--- src/rtl/regwrite_scheduler.sv ---
`default_nettype none
// ============================================================================
// Module      : regwrite_scheduler
// Description : Arbitrates the single GPR write port between WB and a
//               long-latency unit, and tracks LU destinations as busy.
// Revision    : 1.0 - initial release
// ============================================================================
module regwrite_scheduler #(
    parameter int DATA_W       = 32,
    parameter int STARVE_LIMIT = 4
) (
    input  logic              clk,
    input  logic              resetn,
    input  logic              issue_en,
    input  logic [4:0]        issue_reg,
    input  logic              flushE,
    input  logic [4:0]        rsD,
    input  logic [4:0]        rtD,
    output logic              stallD,
    input  logic              pipe_we,
    input  logic [4:0]        pipe_waddr,
    input  logic [DATA_W-1:0] pipe_wdata,
    output logic              wb_stall,
    input  logic              lu_valid,
    input  logic [4:0]        lu_waddr,
    input  logic [DATA_W-1:0] lu_wdata,
    output logic              lu_ready,
    output logic              rf_we,
    output logic [4:0]        rf_waddr,
    output logic [DATA_W-1:0] rf_wdata,
    output logic [5:0]        busy_cnt,
    output logic              err
);

    localparam int WAIT_W = (STARVE_LIMIT > 1) ? $clog2(STARVE_LIMIT) : 1;
    localparam logic [WAIT_W-1:0] WAIT_MAX = WAIT_W'(STARVE_LIMIT - 1);

    typedef enum logic [0:0] {
        PIPE_PRI = 1'b0,
        LU_FORCE = 1'b1
    } state_t;

    state_t              state_q, state_d;
    logic [WAIT_W-1:0]   wait_q, wait_d;
    logic [31:0]         busy_q, busy_d;
    logic [5:0]          busy_cnt_q, busy_cnt_d;
    logic                rf_we_q, rf_we_d;
    logic [4:0]          rf_waddr_q, rf_waddr_d;
    logic [DATA_W-1:0]   rf_wdata_q, rf_wdata_d;
    logic                err_q, err_d;

    logic pipe_req, pipe_acc, lu_grant, lu_acc, issue_set;
    logic hit_rs, hit_rt;

    always_comb begin
        pipe_req  = pipe_we & (pipe_waddr != 5'd0);
        issue_set = issue_en & ~flushE & (issue_reg != 5'd0);
        state_d   = state_q;
        wait_d    = wait_q;
        pipe_acc  = 1'b0;
        lu_grant  = 1'b0;
        case (state_q)
            PIPE_PRI: begin
                pipe_acc = pipe_req;
                lu_grant = lu_valid & ~pipe_req;
                if (lu_valid & pipe_req) begin
                    if (wait_q == WAIT_MAX) begin
                        state_d = LU_FORCE;
                        wait_d  = '0;
                    end else begin
                        wait_d = wait_q + WAIT_W'(1);
                    end
                end else begin
                    wait_d = '0;
                end
            end
            // WB is frozen for exactly one cycle; any waiting LU result wins it.
            LU_FORCE: begin
                lu_grant = lu_valid;
                state_d  = PIPE_PRI;
                wait_d   = '0;
            end
            default: begin
                state_d = PIPE_PRI;
                wait_d  = '0;
            end
        endcase
        lu_acc = lu_valid & lu_grant;

        rf_we_d    = pipe_acc | lu_acc;
        rf_waddr_d = rf_waddr_q;
        rf_wdata_d = rf_wdata_q;
        if (pipe_acc) begin
            rf_waddr_d = pipe_waddr;
            rf_wdata_d = pipe_wdata;
        end else if (lu_acc) begin
            rf_waddr_d = lu_waddr;
            rf_wdata_d = lu_wdata;
        end

        // Set is applied after clear so a same-cycle reissue keeps the reg busy.
        busy_d = busy_q;
        if (lu_acc) busy_d[lu_waddr] = 1'b0;
        if (issue_set) busy_d[issue_reg] = 1'b1;
        busy_d[0] = 1'b0;

        err_d = err_q | (issue_set & busy_q[issue_reg]) | (lu_acc & ~busy_q[lu_waddr]);

        busy_cnt_d = '0;
        for (int i = 0; i < 32; i++) begin
            busy_cnt_d = busy_cnt_d + 6'(busy_d[i]);
        end

        hit_rs = (rsD != 5'd0) & (busy_q[rsD] | (issue_set & (issue_reg == rsD)));
        hit_rt = (rtD != 5'd0) & (busy_q[rtD] | (issue_set & (issue_reg == rtD)));
    end

    always_ff @(posedge clk or negedge resetn) begin
        if (!resetn) begin
            state_q    <= PIPE_PRI;
            wait_q     <= '0;
            busy_q     <= '0;
            busy_cnt_q <= '0;
            rf_we_q    <= 1'b0;
            rf_waddr_q <= '0;
            rf_wdata_q <= '0;
            err_q      <= 1'b0;
        end else begin
            state_q    <= state_d;
            wait_q     <= wait_d;
            busy_q     <= busy_d;
            busy_cnt_q <= busy_cnt_d;
            rf_we_q    <= rf_we_d;
            rf_waddr_q <= rf_waddr_d;
            rf_wdata_q <= rf_wdata_d;
            err_q      <= err_d;
        end
    end

    assign stallD   = hit_rs | hit_rt;
    assign wb_stall = (state_q == LU_FORCE);
    assign lu_ready = lu_grant;
    assign rf_we    = rf_we_q;
    assign rf_waddr = rf_waddr_q;
    assign rf_wdata = rf_wdata_q;
    assign busy_cnt = busy_cnt_q;
    assign err      = err_q;

endmodule
`default_nettype wire

--- config.mk ---
export PLATFORM = sky130hd
export DESIGN_NAME = regwrite_scheduler
export DESIGN_NICKNAME = d
export VERILOG_FILES = /design/src/rtl/regwrite_scheduler.sv
export SDC_FILE = /design/constraint.sdc
export NUM_CORES = 1
export LEC_CHECK = 0
export BUFFER_PORTS_ARGS = -buffer_cell sky130_fd_sc_hd__buf_2
export CAP_MARGIN = 15
export CORE_UTILIZATION = 30
export DETAILED_ROUTE_END_ITERATION = 8
export SYNTH_ARGS = -nofsm -noshare
export SYNTH_HDL_FRONTEND = slang
export SYNTH_SLANG_ARGS = --single-unit
--- constraint.sdc ---
create_clock -name clk -period 7 [get_ports clk]
set_clock_uncertainty 0.15 [all_clocks]
set_input_delay 0.35 -clock clk [delete_from_list [all_inputs] [get_ports clk]]
set_output_delay 0.35 -clock clk [all_outputs]
set_load 0.02 [all_outputs]
==> flow_metrics.tcl <==
set metrics [dict create \
    synth_ff_type "dfrtp_1" \
    synthTopCellsByCount "o21ai_0, dfrtp_1, mux2i_1, nand2_1, clkbuf_1" \
    synth_largest_area_cell "dfrtp_1" \
    status "finished, final reports clean" \
    critical_path_class "primary input to flop" \
    min-delay-start "pipe_wdata[29]" \
    grt_pass1_wl_um 26100 \
    overflow 0 \
    final_net_count 773 \
    max_freq_ghz 0.156 \
    place_hpwl_um 12800 \
    worst_slack_ns 0.576 \
    synth.area.top_cells "dfrtp_1, mux4_2, o21ai_0" \
    final-hold-violation-count 0 \
    routedWlPerCell_um 18.8 \
    worst_pin_slew_ns 0.736 \
    fp.dieH_um 136 \
    avgSynthCellArea_um2 10.4 \
    setup_viol 0 \
    rr_endpoint "busy_cnt[4]" \
    crit_path_frequent_cell "fa_1" \
    chipWidth_um 136 \
    syn_nets 643 \
    n_antenna_cell 0 \
    drtIter0Drc 444 \
    synth_seq_cells 79 \
    pre_cts_ws_ns 0.191 \
    pin_count 143 \
    max_stage_delay_ns 0.55 \
    num_vias 4657 \
    min_period_over_period_pct 91.8 \
    core_um2 17400 \
    timing.hold.ws_ns 0.0513 \
    cts.sinks 79 \
    rows 48 \
    async_flop_share_pct 100 \
    yosysSeqAreaShare_pct 36.6 \
    reg2reg_slack_ns 0.63 \
    cp_top_family "adder cells" \
    ir_drop_uv 347 \
    cts_resized 0 \
    wl_um 16500 \
    arrival_ns 6.54 \
    cts_buffer_depth 2 \
    critPathMaxFanout 7 \
    cts_hold_buf 1 \
    finalSetupTns_ns 0 \
    cts_root_buffer "clkbuf_16" \
    slew_headroom_pct 50.9 \
    layout_min_cycle_time_ns 6.42 \
    avgViaCountPerCell 5.31 \
    cts_setup_buffers 0 \
    synth_cells 517 \
    cp-end-kind "flop" \
    dieArea_um2 18500 \
    hold_path.class "primary input to flop" \
    drc 0 \
    p_leak_nw 3.09 \
    p_per_area_nw_per_um2 439 \
    netlist_area_um2 5400 \
    min_delay_worst_endpoint "rf_wdata[29]" \
    clk_pin_slew_ns 0.07 \
    postRouteAntennaNets 0 \
    synth_most_common_cell "o21ai_0" \
    grt_usage_pct 18.9 \
    worstPathRequired_ns 7.11 \
    hold_depth 3 \
    cts_tree "done" \
    synth_edf_count 0 \
    r2r-start "wb_stall" \
    cp-start-kind "primary input" \
    port_buffers 142 \
    final_core_util_pct 38.3 \
    drive_above_1_share_pct 32.2 \
    worstSkewPairLatency_ns 0.34 \
    yosysUniqueCellTypes 50 \
    antenna_found_initial 0 \
    cts_max_level 3 \
    first_global_vias 4613 \
    synth_top_area_share_pct 36.6 \
    drv_cap 0 \
    cts_buffers 9 \
    crit_slowest_cell "or4b_4" \
    cp_num_buf_inv 7 \
    p_total_mw 2.93 \
    start_util_pct 31.0 \
    worstRegToRegCells 22 \
    areaGrowthSynthToFinish_pct 23.5 \
    synth_warnings 0 \
    worstPathCellList "buf_2 -> or4_4 -> o21a_2 -> or4b_4 -> o21ai_0 -> o21ai_0 -> fa_1 -> inv_1 -> fa_1 -> fa_1 -> inv_1 -> fa_1 -> inv_1 -> fa_1 -> fa_1 -> inv_1 -> fa_1 -> inv_1 -> fa_1 -> inv_1 -> a21o_1 -> a21oi_1 -> xnor2_1" \
    drtPass1Iterations 5 \
    finalMaxSlewViolations 0 \
    place_congestion 0.913 \
    rsz0062_at_grt "no" \
    grt_max_degree 73 \
]
flip-flops by register name, indices dropped and copies added (netlist names):
name and flops:
rf_waddr 5, err 1, busy_cnt 6, busy_q 31, wait_q 2, rf_wdata 32
wb_stall 1, rf_we 1
worst max-delay path by stage:
stage,start,endpoint,slack (ns),cells past startpoint
2_1_floorplan,pipe_waddr[2],busy_cnt[4],0.49,23
3_3_place_gp,pipe_waddr[2],busy_cnt[4],0.27,23
3_5_place_dp,pipe_waddr[2],busy_cnt[4],0.19,23
4_1_cts,pipe_waddr[2],busy_cnt[4],0.54,21
5_1_grt,pipe_waddr[2],busy_cnt[4],0.22,21
6_report,pipe_waddr[2],busy_cnt[4],0.58,23
cell families (layout without fill, tap and decap cells):
group,count (synthesis),in the layout,synth area share (%)
DFF,79,79,36.6
adders and majority gates,31,31,10.4
buffers and inverters,58,193,4.22
AOI/OAI and AO/OA,144,144,15.3
xor gates and xnor gates,13,13,2.11
muxes,77,77,19.9
and+or+nand+nor,115,115,11.5
power by group:
part           total, mW  internal (mW)  leakage (nW)  switching (mW)
combinational       1.78          0.830          1.96           0.954
clock              0.499          0.292         0.155           0.208
sequential         0.643          0.564         0.977          0.0786
routing by layer:
| metal | track usage (%) | share of wire, % | up-vias |
|---|---|---|---|
| li1 | - | - | 2115 |
| met1 | 24.3 | 40 | 2286 |
| met5 | 0 | 0 | - |
| met4 | 9.94 | 4.4 | 0 |
| met3 | 3.09 | 6.4 | 48 |
| met2 | 30.4 | 49 | 208 |
stage by stage:
stage          instances  cell area, µm²
3_3_place_gp         860            6340
3_5_place_dp         860            6340
2_1_floorplan        517            5400
4_1_cts              877            6660
6_report             877            6660
5_1_grt              877            6660
worst min-delay path: cells and delay by family:
| kind | cells | cell delay [ns] |
|---|---|---|
| buf+inv | 1 | 0.07 |
| compound gates | 1 | 0.05 |
| simple gates | 1 | 0.03 |
area by class of cell:
class | count | area (µm²)
Multi-Input combinational cell | 380 | 3190
Timing Repair Buffer | 155 | 813
Clock inverter | 6 | 76.3
Tap cell | 225 | 282
Clock buffer | 10 | 239
Fill cell | 1747 | 10800
Inverter | 22 | 82.6
Sequential cell | 79 | 1980
layout by cell type, fill, tap and decap left out, types with 6 or more instances in the layout:
master,Yosys,final
dfrtp_1,79,79
nand2b_1,7,7
o21ai_0,101,101
nand3_1,8,8
a21oi_1,7,7
buf_2,2,141
mux4_2,24,24
nand2_1,49,49
o21a_1,15,14
clkbuf_16,0,9
fa_1,23,23
buf_4,0,13
inv_1,22,22
nand3b_1,6,6
mux2i_1,50,50
ha_1,8,8
nor3_1,7,7
xnor2_1,9,9
nor2b_1,7,7
Power figures use the tool's default switching activity.
